File: src/rtl/mat_vec_stream_io.sv
// mat_vec_stream_io: streams matrix/vector elements into the array's M/X buses, sequences MAC clear/run, and streams results back out
module mat_vec_stream_io #(
  parameter int Mdata = 4,
  parameter int Ndata = 4,
  parameter int Nbits = 8,
  parameter int Lat   = 5
) (
  input  logic                       clk,
  input  logic                       reset,
  input  logic [Nbits-1:0]           in_data,
  input  logic                       in_valid,
  output logic                       in_ready,
  output logic [Mdata*Ndata*Nbits-1:0] M,
  output logic [Ndata*Nbits-1:0]     X,
  output logic                       mac_reset,
  input  logic [Mdata*2*Nbits-1:0]   res,
  output logic [2*Nbits-1:0]         out_data,
  output logic                       out_valid,
  input  logic                       out_ready,
  output logic                       busy
);
  localparam int MN  = Mdata*Ndata;
  localparam int TOT = (Mdata+1)*Ndata;
  localparam int KW  = $clog2(TOT+1);
  localparam int CW  = $clog2(Lat+1);
  localparam int RW  = $clog2(Mdata+1);
  typedef enum logic [2:0] {LOAD, CLEAR, RUN, CAPTURE, SEND} state_t;
  state_t                     r_state;
  logic [KW-1:0]              r_k;
  logic [CW-1:0]              r_c;
  logic [RW-1:0]              r_r;
  logic [MN*Nbits-1:0]        r_m;
  logic [Ndata*Nbits-1:0]     r_x;
  logic [Mdata*2*Nbits-1:0]   r_sh;
  logic                       w_last_in;
  logic                       w_last_out;
  assign w_last_in  = r_k == KW'(TOT-1);
  assign w_last_out = r_r == RW'(Mdata-1);
  assign in_ready   = r_state == LOAD && !reset;
  assign out_valid  = r_state == SEND && !reset;
  assign busy       = r_state != LOAD && !reset;
  assign mac_reset  = reset || r_state == CLEAR;
  assign M          = r_m;
  assign X          = r_x;
  assign out_data   = r_sh[r_r*2*Nbits +: 2*Nbits];
  always_ff @(posedge clk) begin
    if (reset) begin
      r_state <= LOAD;
      r_k     <= '0;
      r_c     <= '0;
      r_r     <= '0;
      r_m     <= '0;
      r_x     <= '0;
      r_sh    <= '0;
    end else begin
      case (r_state)
        LOAD: if (in_valid) begin
          if (r_k < KW'(MN)) r_m[r_k*Nbits +: Nbits] <= in_data;
          else r_x[(r_k-KW'(MN))*Nbits +: Nbits] <= in_data;
          r_k     <= w_last_in ? '0 : r_k + 1'b1;
          r_state <= w_last_in ? CLEAR : LOAD;
        end
        CLEAR: begin
          r_c     <= '0;
          r_state <= RUN;
        end
        RUN: begin
          r_c     <= r_c + 1'b1;
          r_state <= r_c == CW'(Lat-1) ? CAPTURE : RUN;
        end
        CAPTURE: begin
          r_sh    <= res;
          r_r     <= '0;
          r_state <= SEND;
        end
        SEND: if (out_ready) begin
          r_r     <= w_last_out ? '0 : r_r + 1'b1;
          r_state <= w_last_out ? LOAD : SEND;
        end
        default: r_state <= LOAD;
      endcase
    end
  end
endmodule
File: config.mk
export PLATFORM = sky130hd
export DESIGN_NAME = mat_vec_stream_io
export DESIGN_NICKNAME = d
export VERILOG_FILES = /design/src/rtl/mat_vec_stream_io.sv
export SDC_FILE = /design/constraint.sdc
export NUM_CORES = 1
export LEC_CHECK = 0
export ABC_AREA = 1
export BUFFER_PORTS_ARGS = -buffer_cell sky130_fd_sc_hd__buf_4
export CAP_MARGIN = 10
export CELL_PAD_IN_SITES_DETAIL_PLACEMENT = 1
export CELL_PAD_IN_SITES_GLOBAL_PLACEMENT = 1
export CORE_ASPECT_RATIO = 1.4
export CORE_MARGIN = 8
export CORE_UTILIZATION = 39
export CTS_BUF_LIST = sky130_fd_sc_hd__clkbuf_2 sky130_fd_sc_hd__clkbuf_4 sky130_fd_sc_hd__clkbuf_8
export CTS_CLUSTER_DIAMETER = 120
export DETAILED_ROUTE_END_ITERATION = 7
export GPL_ROUTABILITY_DRIVEN = 0
export PLACE_DENSITY_LB_ADDON = 0.1
export SLEW_MARGIN = 25
export SYNTH_ARGS = -nofsm -noshare
export SYNTH_HDL_FRONTEND = slang
export SYNTH_SLANG_ARGS = --single-unit
File: constraint.sdc
create_clock -name clk -period 3.5 [get_ports clk]
set_clock_uncertainty 0.05 [all_clocks]
set_input_delay 0.525 -clock clk [delete_from_list [all_inputs] [get_ports clk]]
set_output_delay 0.525 -clock clk [all_outputs]
set_load 0.02 [all_outputs]
# After elaboration in Yosys (flattened, before gate mapping)
# Index checks and enable logic that the tools add are counted.
# op_classes
addsub,6
magnitude_cmp,1
n_eq_ne,9
shift,5
muxes,13
bitwise,1
reduce_logical,14
# ops
operator,n
$bwmux 128,1
$shift 8x34->128 const A,1
$shiftx 8x34->128,1
$shiftx 64x8->16,1
$neg 32->34,1
$neg 8->34,1
$shift 8x34->32 const A,1
$shiftx 8x34->32,1
$bwmux 32,1
$mux 3,5
$pmux 3 s5,1
$pmux 3 s2,2
$eq 3x2->1 const B,3
$add 3x1->3 const B,2
$eq 3x3->1 const B,2
$reduce_and 2->1,3
$reduce_and 3->1,2
$sub 5x5->6 const B,1
$add 5x1->5 const B,1
$eq 5x5->1 const B,1
$lt 5x5->1 const B,1
$mux 5,1
$ne 2x2->1 const B,2
$reduce_bool 2->1,2
8 further kinds,11
# totals
reg_bits,238
output_inout_bits,180
elab_cells,56

# Longest topological paths before layout
# depth
word_depth,4
ltp_mapped,20
depth_no_buf,16

# Least setup slack after synthesis
# OpenSTA, ideal clock, no wires.
# synth_path
kind,register to register
startpoint,register r_k[0]
endpoint,"register r_x[27], in the netlist X[27]"
setup_time_ns,0.114
t_arrival_ns,2.717
t_required_ns,3.336
path_slack_ns,0.620
path_stages_with_launch,20
path_buffers,4
synth_period_minus_slack_ns,2.880
cell_sequence,dfxtp_1 > buf_4 > inv_2 > buf_2 > buf_2 > ha_1 > nand2_2 > nor2_1 > inv_1 > nor2_1 > inv_1 > ha_1 > nor2_1 > and2_0 > nand3_1 > nor2_2 > nand3_2 > buf_6 > a21oi_1 > nor2_1
# synth_via
elab_chain_cells,4
elab_cells_between_ends,8
classes_between,add/sub (2); order compare (1); shift (2); mux (1); bitwise (1); reduce/logical (1)
# synth_rtl
element,line_no,rtl
start: declaration,29,logic [KW-1:0] r_k;
start signal: assignment,60,r_k <= w_last_in ? '0 : r_k + 1'b1;
$sub 5x5->6,59,else r_x[(r_k-KW'(MN))*Nbits +: Nbits] <= in_data;
$neg 32->34,59,
$shiftx 8x34->32 / $shift 8x34->32 (equally long branches),59,
$bwmux 32,59,
end signal: indexed assignment,59,
end: declaration,33,logic [Ndata*Nbits-1:0] r_x;
# Parallel ways exist; a longest one is shown, timed or not.
# A chain may end at the register's enable or synchronous reset.

# Worst setup path in the final report
# layout_path
startpoint,register r_k[1]
endpoint,"register r_x[27], in the netlist X[27]"
# The elaborated chain is that of the path after synthesis.

==> reports/results.ini <==
[logic_synthesis]
synth_area_leader_cell=dfxtp_1
avgSynthCellArea_sq_um=6.704
syn_inst=1604
synthTopCellsByCount=nor2_1, dfxtp_1, nand2_1
synth_most_common_cell=nor2_1
yosysWarnings=0
yosysUniqueCellTypes=33
synth-seq-cells=238
synth_fp_nets=1693
ys_seq_area_share_pct=44.31
synth_edf_count=0
synth_top_area_share_pct=44.31
yosys-top-cells-area=dfxtp_1, nor2_1, nand2_1
async_flop_share_pct=0
dominantRegCellSynth=dfxtp_1
syn-cell-area_sq_mm=0.01075

[power]
peakVddDrop_mv=0.2909
finalPower_w=0.005742
p_per_area_mw_per_mm2=419.6
p_leak_nw=6.144

[drt]
drt_iter0_drc=398
wl_per_cell_um=17.54
wl_um=39060
vias=11100
vias_per_cell=4.986
antenna_left=0
drt-pass1-iter-count=5
drc=0

[setup_path]
crit_top_cell=nor2_1
crit_path_end_kind=register
start_kind=register
critical_path_class=register to register
critPathMaxFanout=16
cp_num_buf_inv=3
cp_top_family=simple AND/OR/NAND/NOR gates
required_ns=3.89
max_stage_delay_ns=0.42
crit_path_cell_trace=inv_1, ha_1, nand2_2, nor2_1, inv_1, nor2_1, inv_1, ha_1, nor2_1, and2_0, nand3_1, nor2_2, nand3_2, a21oi_1, nor2_1
slowest_stage=nor2_2
cp.arrival_ns=3.49

[finish]
syn_to_final_growth_pct=27.26
multi_input_area_sq_mm=0.005166
layout.cells.non_filler=2227
fill_cells=3732
drive_gt1_share_pct=21.49
diodes=0
seqCellArea_sq_mm=0.004765
fin_nets=1922

[sta]
relSlewSlack_pct=36.52
hold_slack_ns=0.1764
fin_crit_sh_pct=88.72
hold_viol=0
drv_slew=0
setup_viol=0
tightestPinTransition_ns=0.9435
rsz0062_at_grt=true
fin_tns_setup_ns=0
final.min_clock_period_ns=3.105
fin_ws_ns=0.3950
fmax_ghz=0.3221

[floorplan]
core-area_sq_mm=0.02739
io_pins=256
die-area_sq_mm=0.03322
die_w_um=156.3
rows=72
initial_core_util_pct=39.26
fp.dieH_um=212.5

[global_route]
use_met1_pct=22.80
grtUsageMet3_pct=6.672
grtUsageMet2_pct=44.29
grt_first_pass_wirelength_um=61440
grtUsageTotal_pct=23.23
grt_antenna_before_repair=0
busiest_layer=met2
first_global_vias=11700
overflow=0
grt_max_degree=83

[clock_tree]
hold_buffers=0
clk-insertion-delay-late_ns=0.55
cts_tree=built
cts_setup_buffers=0
path_clk_slew_ns=0.06
cts_sinks=238
htree_levels=2
cts.repair.resized=0
clockRootBuffer=clkbuf_8
cts_max_path_buffers=3
cts_made_buffers=40

[run]
cap_viol_max_count=0

[outcome]
status=finished clean

[placement]
io_buffers=255
dp_hpwl_um=29750
dp_slack_ns=0.4304
dp.cells=2161

[hold_path]
holdCritPathClass=input port to register

==> stage by stage <==
stage | instance area [sq um] | utilization [%]
floorplan | 10750 | -
global placement | 12910 | 47.14
detailed placement | 12910 | 47.14
CTS | 13680 | 49.97
global route | 13680 | 49.97
finish | 13680 | 49.97
==> cell families (layout without fill, tap and decap cells) <==
logic type | Yosys count | in the layout | synth area share, %
adders and majority gates | 13 | 13 | 1.513
AOI/OAI and AO/OA | 198 | 198 | 9.344
DFF | 238 | 238 | 44.31
buffers and inverters | 200 | 453 | 7.645
and+or+nand+nor | 955 | 955 | 37.19
==> per-layer routing <==
| layer | up-vias | share of wire, % |
|---|---|---|
| li1 | 5515 | - |
| met1 | 5208 | 37 |
| met2 | 291 | 53 |
| met3 | 90 | 6.9 |
| met4 | 0 | 3.8 |
| met5 | - | 0 |
==> layout by cell type, fill, tap and decap left out, drive strengths merged <==
master,count
a211oi,1
a21oi,46
a31oi,1
a32oi,1
and2,1
buf,276
clkbuf,62
clkinv,1
clkinvlp,3
dfxtp,238
ha,13
inv,111
nand2,247
nand3,98
nand4,18
nor2,558
nor3,18
nor3b,1
nor4,13
o21ai,146
o21bai,1
o22ai,1
o31ai,1
or2,1
==> tightest hold or removal path, delay by kind of cell <==
kind	cells	cell delay [ns]
AO/OA/AOI/OAI	1	0.07
buffers and inverters	1	0.07
AND/OR/NAND/NOR	1	0.07
==> sequential cells by signal, summed over array words and instances, names as in the netlist <==
name,flops
r_r,3
r_sh,64
r_c,3
X,32
r_k,5
r_state,3
M,128
==> where the power goes <==
part | leakage, nW | internal, W | switching (W)
registers | 1.92 | 0.00272 | 0.00000999
clock network | 0.406 | 0.00135 | 0.00112
logic | 3.82 | 0.000161 | 0.000380
total | 6.14 | 0.00423 | 0.00151
==> cell type report <==
cell class | count | share of cell area [%]
flip-flops and latches | 238 | 34.82
inverters | 111 | 3.063
multi-input cells | 1166 | 37.75
clock inverters | 4 | 0.2012
well taps | 370 | 3.383
clock buffers | 62 | 5.459
repair buffers | 276 | 15.32
==> path summary, 6_finish.rpt <==
path | endpoint | startpoint | cells after the start | slack (ns)
worst max-delay path | X[27] | r_k[1] | 15 | 0.39
worst min-delay path | r_sh[56] | res[56] | 3 | 0.18
worst max register to register | X[27] | r_k[1] | 15 | 0.39
worst min register to register | r_c[2] | r_c[2] | 1 | 0.41
(Power assumes the default switching activity.)
